--- src/rtl/mini_alu_if.sv ---
// mini_alu_if -- operand/request/result bundle between a requester and mini_alu.
// The requester (master) drives the one-hot op and the operands; the ALU
// (slave) returns busy, the registered result and the error flag.
interface mini_alu_if;
  logic [3:0] alu_op_i;
  logic [3:0] a_i;
  logic [3:0] b_i;
  logic       alu_busy_o;
  logic [7:0] alu_o;
  logic       err_o;

  modport master (
    output alu_op_i, a_i, b_i,
    input  alu_busy_o, alu_o, err_o
  );

  modport slave (
    input  alu_op_i, a_i, b_i,
    output alu_busy_o, alu_o, err_o
  );
endinterface

--- src/rtl/mini_alu.sv ---
// mini_alu -- 4-bit multi-cycle ALU: add/sub (1 cycle), shift-and-add multiply
// (4 cycles), restoring divide (4 cycles). The result and error flag are
// registered and change only when the FSM enters DONE. DONE waits for the
// request to drop to 0000 before re-arming, so a held request runs once.
// Optional feature: define MINI_ALU_DIV_EN to build the divider; without it
// a divide request completes like add/sub with alu_o = 8'h00 and err_o = 1.
module mini_alu (
  input  logic        clk,
  input  logic        rst,  // synchronous, active-low
  mini_alu_if.slave   bus
);

  typedef enum logic [2:0] {
    S_IDLE,
    S_ADDSUB,
    S_MUL,
`ifdef MINI_ALU_DIV_EN
    S_DIV,
`endif
    S_DONE
  } state_t;

  // What the single-cycle ADDSUB state should produce.
  typedef enum logic [1:0] {
    K_ADD,
    K_SUB,
    K_NODIV
  } kind_t;

  state_t      r_state;
  state_t      w_next_state;
  kind_t       r_kind;
  logic [3:0]  r_a;
  logic [3:0]  r_b;
  logic [1:0]  r_cnt;
  logic [7:0]  r_acc;      // multiply partial product
  logic [7:0]  r_mcand;    // multiplicand, shifted left each step
  logic [3:0]  r_mplier;   // multiplier, shifted right each step
  logic [7:0]  r_alu;
  logic        r_err;

  logic        w_onehot;
  logic        w_accept;
  logic        w_busy;
  logic        w_load;
  logic [7:0]  w_result;
  logic        w_err;
  logic [7:0]  w_mul_next;

  assign w_onehot   = (bus.alu_op_i != 4'd0) &&
                      ((bus.alu_op_i & (bus.alu_op_i - 4'd1)) == 4'd0);
  assign w_mul_next = r_acc + (r_mplier[0] ? r_mcand : 8'd0);

`ifdef MINI_ALU_DIV_EN
  logic [3:0]  r_rem;      // partial remainder
  logic [3:0]  r_quo;      // dividend bits shifting out, quotient bits in
  logic [4:0]  w_rem_sh;
  logic [4:0]  w_diff;
  logic        w_fits;
  logic [3:0]  w_rem_next;
  logic [3:0]  w_quo_next;

  assign w_rem_sh   = {r_rem, r_quo[3]};
  assign w_diff     = w_rem_sh - {1'b0, r_b};
  assign w_fits     = (w_rem_sh >= {1'b0, r_b});
  assign w_rem_next = w_fits ? w_diff[3:0] : w_rem_sh[3:0];
  assign w_quo_next = {r_quo[2:0], w_fits};
`endif

  // State register.
  always_ff @(posedge clk) begin
    // NOTE: reset is synchronous here -- it is just the highest-priority branch
    // inside the clocked block, not part of the sensitivity list.
    if (!rst) r_state <= S_IDLE;
    else      r_state <= w_next_state;
  end

  // Next-state decode, busy, and the value to capture on entry to DONE.
  always_comb begin
    // NOTE: every signal gets a default before the case so no path leaves one
    // unassigned, which would otherwise infer a latch.
    w_next_state = r_state;
    w_accept     = 1'b0;
    w_busy       = 1'b0;
    w_load       = 1'b0;
    w_result     = r_alu;
    w_err        = 1'b0;
    case (r_state)
      S_IDLE: begin
        if (w_onehot) begin
          w_accept = 1'b1;
          w_busy   = 1'b1;
          if (bus.alu_op_i[1])      w_next_state = S_MUL;
`ifdef MINI_ALU_DIV_EN
          else if (bus.alu_op_i[0]) w_next_state = S_DIV;
`endif
          else                      w_next_state = S_ADDSUB;
        end
      end
      S_ADDSUB: begin
        w_busy       = 1'b1;
        w_load       = 1'b1;
        w_next_state = S_DONE;
        case (r_kind)
          K_ADD:   w_result = {4'd0, r_a} + {4'd0, r_b};
          K_SUB:   w_result = {4'd0, r_a} - {4'd0, r_b};
          default: begin
            w_result = 8'h00;
            w_err    = 1'b1;
          end
        endcase
      end
      S_MUL: begin
        w_busy = 1'b1;
        if (r_cnt == 2'd3) begin
          w_load       = 1'b1;
          w_result     = w_mul_next;
          w_next_state = S_DONE;
        end
      end
`ifdef MINI_ALU_DIV_EN
      S_DIV: begin
        w_busy = 1'b1;
        if (r_b == 4'd0) begin
          w_load       = 1'b1;
          w_result     = 8'hFF;
          w_err        = 1'b1;
          w_next_state = S_DONE;
        end else if (r_cnt == 2'd3) begin
          w_load       = 1'b1;
          w_result     = {w_quo_next, w_rem_next};
          w_next_state = S_DONE;
        end
      end
`endif
      S_DONE: begin
        if (bus.alu_op_i == 4'd0) w_next_state = S_IDLE;
      end
      default: w_next_state = S_IDLE;
    endcase
    if (!rst) w_busy = 1'b0;
  end

  // Operand capture, iteration registers and the registered result.
  always_ff @(posedge clk) begin
    if (!rst) begin
      r_kind   <= K_ADD;
      r_a      <= 4'd0;
      r_b      <= 4'd0;
      r_cnt    <= 2'd0;
      r_acc    <= 8'd0;
      r_mcand  <= 8'd0;
      r_mplier <= 4'd0;
      r_alu    <= 8'd0;
      r_err    <= 1'b0;
`ifdef MINI_ALU_DIV_EN
      r_rem    <= 4'd0;
      r_quo    <= 4'd0;
`endif
    end else begin
      if (w_accept) begin
        r_kind   <= bus.alu_op_i[3] ? K_ADD :
                    bus.alu_op_i[2] ? K_SUB : K_NODIV;
        r_a      <= bus.a_i;
        r_b      <= bus.b_i;
        r_cnt    <= 2'd0;
        r_acc    <= 8'd0;
        r_mcand  <= {4'd0, bus.a_i};
        r_mplier <= bus.b_i;
`ifdef MINI_ALU_DIV_EN
        r_rem    <= 4'd0;
        r_quo    <= bus.a_i;
`endif
      end else if (r_state == S_MUL) begin
        r_acc    <= w_mul_next;
        r_mcand  <= r_mcand << 1;
        r_mplier <= r_mplier >> 1;
        r_cnt    <= r_cnt + 2'd1;
      end
`ifdef MINI_ALU_DIV_EN
      else if (r_state == S_DIV) begin
        r_rem    <= w_rem_next;
        r_quo    <= w_quo_next;
        r_cnt    <= r_cnt + 2'd1;
      end
`endif
      if (w_load) begin
        r_alu <= w_result;
        r_err <= w_err;
      end
    end
  end

  assign bus.alu_busy_o = w_busy;
  assign bus.alu_o      = r_alu;
  assign bus.err_o      = r_err;

endmodule

--- src/flat_wrapper.sv ---
// flat-port wrapper written by rule: the top's interface ports become plain ports
module mini_alu_flat 
  (clk, rst, bus_alu_op_i, bus_a_i, bus_b_i, bus_alu_busy_o, bus_alu_o, bus_err_o);
  mini_alu_if bus_i ();
  input  logic clk;
  input  logic rst;
  input wire logic [$bits(bus_i.alu_op_i)-1:0] bus_alu_op_i;
  input wire logic [$bits(bus_i.a_i)-1:0] bus_a_i;
  input wire logic [$bits(bus_i.b_i)-1:0] bus_b_i;
  output wire logic [$bits(bus_i.alu_busy_o)-1:0] bus_alu_busy_o;
  output wire logic [$bits(bus_i.alu_o)-1:0] bus_alu_o;
  output wire logic [$bits(bus_i.err_o)-1:0] bus_err_o;
  assign bus_i.alu_op_i = bus_alu_op_i;
  assign bus_i.a_i = bus_a_i;
  assign bus_i.b_i = bus_b_i;
  assign bus_alu_busy_o = bus_i.alu_busy_o;
  assign bus_alu_o = bus_i.alu_o;
  assign bus_err_o = bus_i.err_o;
  mini_alu u_core (.clk(clk), .rst(rst), .bus(bus_i));
endmodule
--- config.mk ---
export PLATFORM = sky130hd
export DESIGN_NAME = mini_alu_flat
export DESIGN_NICKNAME = d
export VERILOG_FILES = /design/src/rtl/mini_alu_if.sv /design/src/rtl/mini_alu.sv /design/src/flat_wrapper.sv
export SDC_FILE = /design/constraint.sdc
export NUM_CORES = 1
export LEC_CHECK = 0
export ABC_CLOCK_PERIOD_IN_PS = 2510
export CAP_MARGIN = 25
export CORE_AREA = 10 10 115 65
export DETAILED_ROUTE_END_ITERATION = 16
export DIE_AREA = 0 0 125 75
export SKIP_LAST_GASP = 1
export SYNTH_ARGS = -nofsm -noshare
export SYNTH_HDL_FRONTEND = slang
export SYNTH_SLANG_ARGS = --single-unit
--- constraint.sdc ---
create_clock -name clk -period 2.51 [get_ports clk]
set_input_delay 0.502 -clock clk [delete_from_list [all_inputs] [get_ports clk]]
set_output_delay 0.502 -clock clk [all_outputs]
set_load 0.01 [all_outputs]
Word-level counts from Yosys, hierarchy flattened
Cells that the tools add are included.
{ "classes": {"n_div": 0, "reduce_logical": 13, "bitwise_logic": 2, "addsub": 5, "mul": 0, "n_eq_ne": 8, "order_cmp": 0, "n_shift": 0, "n_mux": 23} }
{ "ops": {"columns": ["op", "count"], "rows": [
  ["one-hot mux 8 bit (2 select lines)", 2],
  ["2-to-1 mux 4 bit", 4],
  ["2-to-1 mux 8 bit", 2],
  ["one-hot mux 3 bit (4 select lines)", 1],
  ["2-to-1 mux 3 bit", 3],
  ["adder 8 bit", 1],
  ["logical NOT 4 bit", 2],
  ["equality test 3 x 2 -> 1 bit (second input constant)", 2],
  ["2-to-1 mux 1 bit", 6],
  ["2-to-1 mux 2 bit", 3],
  ["inequality test 2 x 1 -> 1 bit (second input constant)", 3],
  ["AND reduction 3 bit", 2],
  ["OR reduction 2 bit", 3],
  ["adder 4 x 4 -> 5 bit", 1],
  ["subtractor 4 x 4 -> 5 bit", 1],
  ["AND 4 bit", 1],
  ["one-hot mux 1 bit (2 select lines)", 2],
  ["nonzero test 2 bit", 2],
  ["nonzero test 4 bit", 1],
  ["subtractor 4 x 1 -> 4 bit (second input constant)", 1],
  ["equality test 3 x 1 -> 1 bit (second input constant)", 1],
  ["logical NOT 3 bit", 1],
  ["adder 2 x 1 -> 2 bit (second input constant)", 1],
  ["equality test 2 x 1 -> 1 bit (second input constant)", 1],
  ["other kinds (4)", 4]
]} }
{ "totals": {"ram_bits": 0, "elab_cells": 62, "ff_bits": 44, "input_bits": 14, "mem_count": 0, "latchBits": 0, "out_inout_bits": 10, "mem_bits_ro": 0} }

Depth between registers and ports, before layout
{ "depth": {"depth_word": 7, "depth_mapped": 9, "depth_no_buf": 9} }

Worst setup path after synthesis
OpenSTA, ideal clock, no wires.
{ "synth_timing": {"kind": "in2out", "start": "input port bus_alu_op_i[3]", "end": "output port bus_alu_busy_o", "required_time_ns": 2.008, "n_path_buf": 2, "cell_stages": 6, "arrival_time_ns": 1.656, "setup_slack_ns": 0.352, "path_cell_list": "nor4b_2 a221oi_2 nand2b_1 buf_4 buf_2 a211oi_1"} }
{ "synth_between": {"elab_chain_cells": 7, "word_cells_on_any_way": 8, "cone_classes": "add/sub: 1; mux: 3; bitwise: 1; reduce/logical: 3"} }
{ "synth_rtl": {"columns": ["item", "line_no", "source"], "rows": [
  ["start, declared", "flat_wrapper.sv:7", "input wire logic [$bits(bus_i.alu_op_i)-1:0] bus_alu_op_i;"],
  ["subtractor 4 x 1 -> 4 bit", "mini_alu.sv:51", "((bus.alu_op_i & (bus.alu_op_i - 4'd1)) == 4'd0);"],
  ["AND 4 bit", "mini_alu.sv:51", null],
  ["logical NOT 4 bit", "mini_alu.sv:51", null],
  ["logical AND 1 bit *", "mini_alu.sv:50", "assign w_onehot = (bus.alu_op_i != 4'd0) &&"],
  ["2-to-1 mux 1 bit *", "mini_alu.sv:90", "if (w_onehot) begin"],
  ["one-hot mux 1 bit (2 select lines) *", "mini_alu.sv:88", "case (r_state)"],
  ["2-to-1 mux 1 bit *", "mini_alu.sv:141", "if (!rst) w_busy = 1'b0;"],
  ["end, declared", "flat_wrapper.sv:10", "output wire logic [$bits(bus_i.alu_busy_o)-1:0] bus_alu_busy_o;"]
]} }
Mark *: on every way between the ends. The rest lies on a longest branch, timed or not.

Final worst setup path
Ends and elaborated chain as after synthesis.

==> impl_metrics.py <==
metrics = {
    "status": {
        "outcome": "completed",
    },
    "critical_path": {
        "cpPeakStageDelay_ns": 0.46,
        "cp.required_ns": 2.01,
        "worstRegToRegCells": 7,
        "criticalPathCategory": "in -> out",
        "cp_slowest_cell": "clkdlybuf4s50_1",
        "end_kind": "output pin",
        "path_cells": "clkdlybuf4s50_1, nor4b_2, a221oi_2, nand2b_1, a211oi_1, buf_2",
        "arrival_ns": 1.91,
        "crit_path_max_fanout": 4,
        "startpoint_type": "primary input",
    },
    "floorplan": {
        "pin_count": 24,
        "die_h_um": 75,
        "placementRows": 19,
        "start_util_pct": 44.8,
        "die_x_um": 125,
        "coreArea_um2": 5420,
        "die-area_um2": 9380,
    },
    "layout": {
        "final_area_um2": 2880,
        "drive_gt1_share_pct": 8.89,
        "syn2layout_area_growth_pct": 18.6,
        "fin_util_pct": 53.1,
        "n_antenna_cell": 0,
        "final_common_cell": "dfxtp_1",
        "final_net_count": 352,
        "final_cell_mix": "dfxtp_1 (43), a21oi_1 (38), nand2_1 (30), nor2_1 (24)",
        "final_cells": 388,
    },
    "power_and_ir_drop": {
        "powerDensity_nw_per_um2": 706,
        "ir_worst_vdd_mv": 0.327,
        "leakage_nw": 1.15,
    },
    "route": {
        "route.vias.total": 2020,
        "routed_wl_um": 5330,
        "drt_pass1_iterations": 4,
        "drc": 0,
        "viasPerCell": 5.21,
        "wl_per_cell_um": 13.7,
        "postRouteAntennaNets": 0,
        "dr.first_iter.drc_count": 127,
    },
    "clocking": {
        "cts_max_level": 2,
        "cts_hold_buf": 0,
        "clock_latency_ns": 0.29,
        "postCtsSetupRepairBufs": 0,
        "path_clk_slew_ns": 0.08,
        "tritoncts.num_buffers": 5,
        "clockBufferDepth": 2,
        "clock-sinks": 43,
        "cts_resized": 5,
        "cts_tree": "yes",
        "cts_root_buf": "clkbuf_8",
    },
    "global_route": {
        "busiest_layer": "met2",
        "grt_max_degree": 24,
        "grt_pass1_vias": 1927,
        "globalRouteMet1Util_pct": 13.5,
        "grt_first_pass_wirelength_um": 9020,
        "overflow": 0,
        "antenna_found_initial": 0,
        "use_met3_pct": 3.01,
        "grt_use_met2_pct": 20.8,
        "grtUsageTotal_pct": 11.6,
    },
    "logic_synthesis": {
        "ys_ff_latch": 43,
        "yosys_warnings": 0,
        "ys.flop_type": "dfxtp_1",
        "synthArstFlopShare_pct": 0,
        "yosysUniqueCellTypes": 42,
        "synth_area_um2": 2430,
        "synth_edf_count": 0,
        "ys_seq_area_share_pct": 35.5,
        "synth_fp_nets": 322,
        "synth.avg_cell_area_um2": 8.54,
        "synthCells": 284,
    },
    "timing": {
        "finalSetupViolations": 0,
        "worstMarginPinSlew_ns": 0.734,
        "fin_ws_ns": 0.0975,
        "skew_ns": 0.00500,
        "slew_headroom_pct": 49.8,
        "fmax_mhz": 415,
        "drv_slew": 0,
        "min_period_over_period_pct": 96.1,
        "setup_tns_ns": 0,
        "timing.final.crit_period_ns": 2.41,
        "finalHoldViolCount": 0,
        "rsz0062_at_grt": "no",
    },
    "hold_path": {
        "whs_path_depth": 2,
        "holdCritPathClass": "reg -> reg",
    },
    "place": {
        "dp_hpwl_um": 4160,
        "pre_cts_ws_ns": -0.368,
        "place_area_um2": 2780,
        "dp.cells": 380,
        "gp_congestion": 0.811,
        "io_buffers": 23,
    },
    "flow_run": {
        "drv_cap": 0,
    },
}
## metrics by stage
stage          power [mW]  hold WS (ns)
2_1_floorplan        1.31         0.453
3_3_place_gp         1.56         0.463
3_5_place_dp         1.58         0.469
4_1_cts              2.06         0.480
5_1_grt              2.17         0.504
6_report             2.03         0.476
## synth_stat cells, types with 4 or more instances
cell | count | area (um2)
and2_1 | 6 | 37.5
inv_1 | 15 | 56.3
nand3b_1 | 7 | 52.6
o21ai_0 | 12 | 60.1
nand2_1 | 30 | 113
nand2b_1 | 9 | 56.3
nor2_1 | 24 | 90.1
a21oi_1 | 38 | 190
a211oi_1 | 6 | 45.0
dfxtp_1 | 43 | 861
ha_1 | 21 | 263
buf_2 | 5 | 25.0
mux2_2 | 4 | 45.0
mux2i_1 | 13 | 130
clkbuf_1 | 5 | 18.8
nor3_1 | 4 | 20.0
## cell families (layout without fill, tap and decap cells)
kind of cell | count (synthesis) | in the layout | synth area share [%]
AO/OA/AOI/OAI | 74 | 74 | 18.4
buffers and inverters | 28 | 59 | 4.90
flip-flops | 43 | 43 | 35.5
multiplexers | 17 | 17 | 7.22
XOR/XNOR | 5 | 5 | 1.81
AND/OR/NAND/NOR | 93 | 93 | 18.9
adder cells (fa/ha/maj) | 24 | 24 | 13.3
## worst max-delay path: cells and delay by family
kind / cells / cell delay [ns]
compound gates: 2 / 0.30
simple gates: 2 / 0.47
buf+inv: 2 / 0.63
## path summary, 6_finish.rpt
kind                              end  slack, ns            start
setup / recovery       bus_alu_busy_o        0.1  bus_alu_op_i[3]
hold / removal          u_core.r_b[2]       0.48    u_core.r_b[2]
setup reg to reg  u_core.bus.alu_o[3]       0.34    u_core.r_b[1]
hold reg to reg         u_core.r_b[2]       0.48    u_core.r_b[2]
## routing by layer
metal  wire length (um)  share of wire [%]
met5                  0                  0
met4                 54                1.0
met3                163                3.1
met2               2480                 46
met1               2640                 50
## where the power goes
part           leakage (nW)  internal, mW  switching, mW
Clock                0.0515         0.251          0.227
Combinational         0.745         0.332          0.355
Sequential            0.349         0.789         0.0768
## state kept, by name, summed over array words and instances, names as in the netlist
register          cells
u_core.r_b            4
u_core.bus.alu_o      8
u_core.r_kind         2
u_core.r_a            4
u_core.r_mcand        8
u_core.r_cnt          2
u_core.r_mplier       4
u_core.r_acc          8
u_core.bus.err_o      1
u_core.r_state        2
## area by class of cell
cell class | instances | area [um2]
well taps | 73 | 91.3
repair buffers | 36 | 322
inverters | 15 | 56.3
multi-input cells | 213 | 1450
fillers | 547 | 2540
clock buffers | 8 | 100
flip-flops and latches | 43 | 861
Note: power is estimated with default switching activity, not from simulation.
